`config.mk`:
```
export PLATFORM = sky130hd
export DESIGN_NAME = serial_adder_ctrl_flat
export DESIGN_NICKNAME = d
export VERILOG_FILES = /design/src/rtl/serial_adder_ctrl_pkg.sv /design/src/rtl/serial_adder_ctrl_if.sv /design/src/rtl/serial_adder_ctrl_fa_cell.sv /design/src/rtl/serial_adder_ctrl.sv /design/src/flat_wrapper.sv
export SDC_FILE = /design/constraint.sdc
export NUM_CORES = 1
export LEC_CHECK = 0
export CAP_MARGIN = 20
export CORE_MARGIN = 2
export CORE_UTILIZATION = 54
export DETAILED_ROUTE_END_ITERATION = 8
export GPL_TIMING_DRIVEN = 1
export PLACE_DENSITY = 0.83
export SLEW_MARGIN = 20
export SYNTH_ARGS = -nofsm -noshare
export SYNTH_HDL_FRONTEND = slang
export SYNTH_SLANG_ARGS = --single-unit
```
`constraint.sdc`:
```
create_clock -name clk -period 3 [get_ports clk]
set_clock_uncertainty 0.15 [all_clocks]
set_input_delay 0.6 -clock clk [delete_from_list [all_inputs] [get_ports clk]]
set_output_delay 0.6 -clock clk [all_outputs]
set_load 0.01 [all_outputs]
```
`src/rtl/serial_adder_ctrl_pkg.sv`:
```
// Shared constants for the bit-serial adder controller: state encodings and default width.
package serial_adder_ctrl_pkg;

    localparam int DEF_WIDTH = 8;

    typedef enum logic [1:0] {
        ST_IDLE = 2'd0,
        ST_RUN  = 2'd1,
        ST_DONE = 2'd2
    } state_t;

endpackage

```
`src/rtl/serial_adder_ctrl_if.sv`:
```
// Request/response bundle for the serial adder: operands and start in, status and result out.
interface serial_adder_ctrl_if
    import serial_adder_ctrl_pkg::*;
#(
    parameter int WIDTH = DEF_WIDTH
);
    logic             start;
    logic [WIDTH-1:0] A;
    logic [WIDTH-1:0] B;
    logic             Cin;
    logic             busy;
    logic             done;
    logic [WIDTH-1:0] S;
    logic             Cout;

    modport master (output start, A, B, Cin, input busy, done, S, Cout);
    modport slave  (input start, A, B, Cin, output busy, done, S, Cout);
endinterface

```
`src/rtl/serial_adder_ctrl_fa_cell.sv`:
```
// Combinational 1-bit full adder built from two half adders and an OR.
module fa_cell (
    input  logic i_a,
    input  logic i_b,
    input  logic i_cin,
    output logic o_s,
    output logic o_cout
);
    logic w_hs1_s;
    logic w_hs1_c;
    logic w_hs2_c;

    assign w_hs1_s = i_a ^ i_b;
    assign w_hs1_c = i_a & i_b;
    assign o_s     = w_hs1_s ^ i_cin;
    assign w_hs2_c = w_hs1_s & i_cin;
    assign o_cout  = w_hs1_c | w_hs2_c;
endmodule

```
`src/rtl/serial_adder_ctrl.sv`:
```
// Sequencer that runs one full-adder cell LSB-first over WIDTH bits with a start/busy/done handshake.
module serial_adder_ctrl
    import serial_adder_ctrl_pkg::*;
#(
    parameter int WIDTH = DEF_WIDTH
) (
    input  logic               clk,
    input  logic               rst_n,
    serial_adder_ctrl_if.slave bus
);
    localparam int              CW   = $clog2(WIDTH);
    localparam logic [CW-1:0]   LAST = CW'(WIDTH - 1);

    state_t           r_state;
    logic [WIDTH-1:0] r_a_sh;
    logic [WIDTH-1:0] r_b_sh;
    // Holds only the WIDTH-1 bits already produced; the final bit goes straight into S.
    logic [WIDTH-2:0] r_sum_sh;
    logic             r_carry;
    logic [CW-1:0]    r_cnt;
    logic [WIDTH-1:0] r_S;
    logic             r_Cout;
    logic             r_busy;
    logic             r_done;

    logic             w_s_bit;
    logic             w_c_bit;
    logic [WIDTH-1:0] w_sum_next;

    fa_cell u_fa (
        .i_a    (r_a_sh[0]),
        .i_b    (r_b_sh[0]),
        .i_cin  (r_carry),
        .o_s    (w_s_bit),
        .o_cout (w_c_bit)
    );

    assign w_sum_next = {w_s_bit, r_sum_sh};

    always_ff @(posedge clk) begin
        if (!rst_n) begin
            r_state  <= ST_IDLE;
            r_a_sh   <= '0;
            r_b_sh   <= '0;
            r_sum_sh <= '0;
            r_carry  <= 1'b0;
            r_cnt    <= '0;
            r_S      <= '0;
            r_Cout   <= 1'b0;
            r_busy   <= 1'b0;
            r_done   <= 1'b0;
        end else begin
            case (r_state)
                ST_IDLE, ST_DONE: begin
                    r_done <= 1'b0;
                    if (bus.start) begin
                        r_a_sh  <= bus.A;
                        r_b_sh  <= bus.B;
                        r_carry <= bus.Cin;
                        r_cnt   <= '0;
                        r_busy  <= 1'b1;
                        r_state <= ST_RUN;
                    end else begin
                        r_busy  <= 1'b0;
                        r_state <= ST_IDLE;
                    end
                end
                ST_RUN: begin
                    r_carry  <= w_c_bit;
                    r_a_sh   <= r_a_sh >> 1;
                    r_b_sh   <= r_b_sh >> 1;
                    r_sum_sh <= w_sum_next[WIDTH-1:1];
                    r_cnt    <= r_cnt + 1'b1;
                    if (r_cnt == LAST) begin
                        r_S     <= w_sum_next;
                        r_Cout  <= w_c_bit;
                        r_busy  <= 1'b0;
                        r_done  <= 1'b1;
                        r_state <= ST_DONE;
                    end
                end
                default: begin
                    r_busy  <= 1'b0;
                    r_done  <= 1'b0;
                    r_state <= ST_IDLE;
                end
            endcase
        end
    end

    assign bus.busy = r_busy;
    assign bus.done = r_done;
    assign bus.S    = r_S;
    assign bus.Cout = r_Cout;
endmodule

```
`src/flat_wrapper.sv`:
```
// flat-port wrapper written by rule: the top's interface ports become plain ports
module serial_adder_ctrl_flat import serial_adder_ctrl_pkg::*;
#(
    parameter int WIDTH = DEF_WIDTH
)
  (clk, rst_n, bus_start, bus_A, bus_B, bus_Cin, bus_busy, bus_done, bus_S, bus_Cout);
  serial_adder_ctrl_if #(.WIDTH(WIDTH)) bus_i ();
  input  logic clk;
  input  logic rst_n;
  input wire logic [$bits(bus_i.start)-1:0] bus_start;
  input wire logic [$bits(bus_i.A)-1:0] bus_A;
  input wire logic [$bits(bus_i.B)-1:0] bus_B;
  input wire logic [$bits(bus_i.Cin)-1:0] bus_Cin;
  output wire logic [$bits(bus_i.busy)-1:0] bus_busy;
  output wire logic [$bits(bus_i.done)-1:0] bus_done;
  output wire logic [$bits(bus_i.S)-1:0] bus_S;
  output wire logic [$bits(bus_i.Cout)-1:0] bus_Cout;
  assign bus_i.start = bus_start;
  assign bus_i.A = bus_A;
  assign bus_i.B = bus_B;
  assign bus_i.Cin = bus_Cin;
  assign bus_busy = bus_i.busy;
  assign bus_done = bus_i.done;
  assign bus_S = bus_i.S;
  assign bus_Cout = bus_i.Cout;
  serial_adder_ctrl #(.WIDTH(WIDTH)) u_core (.clk(clk), .rst_n(rst_n), .bus(bus_i));
endmodule
```
# Yosys cells after proc, flatten, opt, wreduce, memory -nomap -nowiden
# Index checks and enable logic that the tools add are counted.
[op_classes]
bitwise = 5
reduce_logical = 6
n_eq_ne = 5
muxes = 14
add_sub_neg = 1
[ops]
columns = ["operator", "n"]
rows = [
  ["8-bit case mux with 2 select lines", 2],
  ["8-bit two-way mux", 2],
  ["3-bit case mux with 2 select lines", 1],
  ["2-bit AND reduction", 3],
  ["1-bit two-way mux", 4],
  ["1-bit case mux with 2 select lines", 2],
  ["2-bit case mux with 2 select lines", 1],
  ["3-bit by 1-bit adder with 3-bit output (second input constant)", 1],
  ["3-bit == test (second input constant)", 1],
  ["3-bit two-way mux", 1],
  ["1-bit AND", 2],
  ["2-bit by 1-bit == test with 1-bit output (second input constant)", 1],
  ["2-bit == test (second input constant)", 1],
  ["2-bit logical NOT", 1],
  ["2-bit two-way mux", 1],
  ["2-bit by 1-bit != test with 1-bit output (second input constant)", 1],
  ["2-bit != test (second input constant)", 1],
  ["2-bit nonzero test", 1],
  ["2-bit OR reduction", 1],
  ["1-bit bitwise XOR", 2],
  ["1-bit OR", 1],
]
[totals]
regBits = 40
word_cells = 41
out_inout_bits = 11
input_bits = 20

# Longest topological paths before layout
[logic_depth]
depth_word = 4
depth_mapped = 5
ltp_nobuf = 5

# Cells and area by module
# A second synthesis with hierarchy kept.
[hier_totals]
hier_cells = 190
area_unflattened_um2 = 1590.3
[modules_own_cells]
columns = ["mod", "cells_each", "instances", "area_per_inst_um2", "seq_area_each_um2"]
rows = [
  ["serial_adder_ctrl", 189, 1, 1570.3, 780.7],
  ["fa_cell", 1, 1, 20.0, 0.0],
]

# Worst setup path before layout
# Ideal clock, no wire load.
[synth_path]
kind = "input port to flip-flop"
from = "input bus_start"
to = "register u_core.r_a_sh[4]"
setup_time_ps = 74
n_path_buf = 2
required_ps = 2776
arrival_ps = 1171
stages = 5
path_slack_ps = 1605
cell_sequence = "nor2b_1 > buf_2 > buf_6 > nand2_1 > a31oi_1"
[synth_between]
elab_chain_len = 2
[synth_rtl]
columns = ["element", "line_no", "source"]
rows = [
  ["from (decl)", "flat_wrapper.sv:10", "input wire logic [$bits(bus_i.start)-1:0] bus_start;"],
  ["2-bit != test (no source line)", "--", ""],
  ["2-bit AND reduction (no source line)", "--", ""],
  ["to (signal assigned)", "serial_adder_ctrl.sv:57", "r_a_sh <= bus.A;"],
  ["to (signal assigned)", "serial_adder_ctrl.sv:70", "r_a_sh <= r_a_sh >> 1;"],
  ["to (decl)", "serial_adder_ctrl.sv:15", "logic [WIDTH-1:0] r_a_sh;"],
]
# Every way passes these cells.
# A chain may end at the register's enable or synchronous reset.

==> out/results.tsv <==
metric	value	unit
wire length per cell	12.10	um
largest cells by area after synthesis	dfxtp_1 49%, nand2_1 13%, a21boi_1 9.4%	
synthesis-to-layout area growth	22.50	%
die area	3395	um^2
worst-path maximum fanout	6	
Post-DP HPWL	2.094	mm
max frequency	484.3	MHz
Slew Limit Fails	0	
maximum buffer depth of the clock tree	2	
via count	1350	
# diodes	0	
Mapped Nets	213	
worst slew pin tran	831.4	ps
status	complete, no violations	
post_cts resized	0	
vias in the first global route	1151	
CTS Sinks	39	
Avg Inst Size Synth	8.370	um^2
drt pass-1 iters	4	
Synth Area in XOR/XNOR	0	
critical path's largest stage delay	560	ps
clock root cell	clkbuf_4	
post-route ant nets	0	
count leader, synth	nand2_1	
Crit. End Element	output port	
cell count after synthesis	190	
post-synth cell types	20	
Max H-tree Level	2	
sequence of cells on the critical path	clkdlybuf4s50_1	
cell family with most CP delay	buffers and inverters	
sequential element share of the synthesized area	0.4910	
most frequent cells after synthesis	57 x nand2_1, 39 x dfxtp_1, 20 x a21boi_1	
Nets	239	
Tot GR Track Use	0.1929	
simple-gate share of the synthesized area	0.2101	
max-cap violations	0	
Worst EP required	2250	ps
Residual DRC	0	
Max IR drop VDD	426.1	uV
GRT overflow	0	
CTS tree	yes	
Yosys top cell by area	dfxtp_1	
hold buffer count at cts	0	
IO buf count	30	
layout cell share with drive strength beyond 1	0.05991	
critical path launch point type	flop	
slowest CP cell	clkdlybuf4s50_1	
Period minus WS final	2065	ps
Total Wirelength	3.001	mm
setup violators final	0	
Mapped Area	1590	um^2
ys async rst share	0	
Yosys warnings	0	
post-synthesis compound-gate area fraction	0.2148	
RSZ-0062 raised after global routing	false	
Data arrival, critical path	1310	ps
CP bufs+invs	1	
mux cell area share after synthesis	0	
first-pass GRT wire length	5.009	mm
Initial Utilization	0.5717	
Post-synth EDFFs	0	
DR iter-0 viols	34	
area fraction of the dominant cell type after synthesis	0.4910	
slew margin rel.	0.4457	
DR vias/cell	5.444	
clk_lat worst skew	340	ps
io pins	31	
Placed Area	1891	um^2
utilization after layout	0.7004	
largest family of logic cells by synthesized area	compound AO/OA/AOI/OAI gates	
core box area	2781	um^2
total CTS buffers	5	
chip height	58.27	um
FF+latch count, synth	39	
routability-driven placement congestion ratio	0.7077	
setup bufs post-CTS	0	
row count	19	
CP Class	reg2out	
clk slew on worst S/H paths	120	ps
most used flip-flop cell after synthesis	dfxtp_1	
Final Hold Vio Count	0	
initial antenna violation count	0	
# fillers	221	
Post-Layout Inst Area	1948	um^2
Leak Pwr	0.0007188	uW
floorplan die width	58.27	um
largest net degree at the start of global routing	40	
PD cells	485.2	nW/um^2
Fin Setup TNS	0	ps
Min-Delay Path Class	reg2reg	
fin crit share	0.6883	
post-synthesis adder-cell area fraction	0.02832	
## layout by cell type, fill, tap and decap left out, types with 2 or more instances in the layout
cell type / netlist / routed
buf_4: 3 / 4
a31oi_1: 15 / 15
nor2b_1: 2 / 2
clkdlybuf4s50_1: 0 / 30
a21boi_1: 20 / 20
nand2b_1: 2 / 2
o21ai_1: 16 / 16
ha_1: 2 / 2
clkinvlp_4: 0 / 2
nand2_1: 57 / 57
dfxtp_1: 39 / 39
clkbuf_4: 0 / 5
and3_1: 2 / 2
nand3_1: 13 / 13
## stage by stage
stage	hold WS (ps)	instances	worst slack, ps	total power, uW
3_5_place_dp	293.9	240	999.9	695.5
6_report	308.6	248	935.2	945.3
4_1_cts	311.7	248	922.2	954.6
5_1_grt	336.5	248	854.1	992.6
2_1_floorplan	285.3	190	1605	651.9
3_3_place_gp	290.1	240	1099	691.8
## state kept, by name (all words and copies together), names as in the netlist
signal and cells:
u_core.r_sum_sh 7, u_core.r_b_sh 8, u_core.bus.S 8, u_core.bus.done 1, u_core.r_carry 1, u_core.bus.Cout 1, u_core.r_a_sh 8, u_core.r_state 2
u_core.r_cnt 3
## final cells by class
| type | instances | area (um^2) | share of cell area |
|---|---|---|---|
| clock buffers | 5 | 37.54 | 0.01927 |
| well taps | 31 | 38.79 | 0.01991 |
| clock inverters | 3 | 20.02 | 0.01028 |
| flip-flops and latches | 39 | 780.7 | 0.4008 |
| repair buffers | 35 | 350.3 | 0.1798 |
| multi-input cells | 135 | 720.7 | 0.3699 |
## kinds of logic after synthesis
family	after synthesis
adders and majority gates	3
and+or+nand+nor	79
buffers and inverters	16
DFF	39
AOI/OAI and AO/OA	53
## worst min-delay path: stages, from the launching register on
cell      delay, ps
dfxtp_1         330
nand2_1          50
a21boi_1         50
## report_power, final
group          switching [uW]  total (uW)  internal [uW]
Combinational            62.6         125           61.9
Sequential               15.7         559            544
Clock                     172         261           89.5
Total                     250         945            695
## path summary, 6_finish.rpt
| path | start | slack, ps | cells after the start | to |
|---|---|---|---|---|
| worst max register to register | u_core.r_cnt[0] | 1150 | 5 | u_core.bus.S[5] |
| worst max-delay path | u_core.r_state[0] | 940 | 1 | bus_busy |
| worst min-delay path | u_core.bus.S[2] | 310 | 2 | u_core.bus.S[2] |
| worst min register to register | u_core.bus.S[2] | 310 | 2 | u_core.bus.S[2] |
## metal layers
| layer | wire [um] | global-route usage | vias up |
|---|---|---|---|
| met2 | 1446 | 0.3226 | 39 |
| met1 | 1336 | 0.2278 | 608 |
| met4 | 34 | 0.06977 | 0 |
| met5 | 0 | 0 | - |
| li1 | - | - | 699 |
| met3 | 184 | 0.06696 | 4 |
Note: power is estimated with default switching activity, not from simulation.
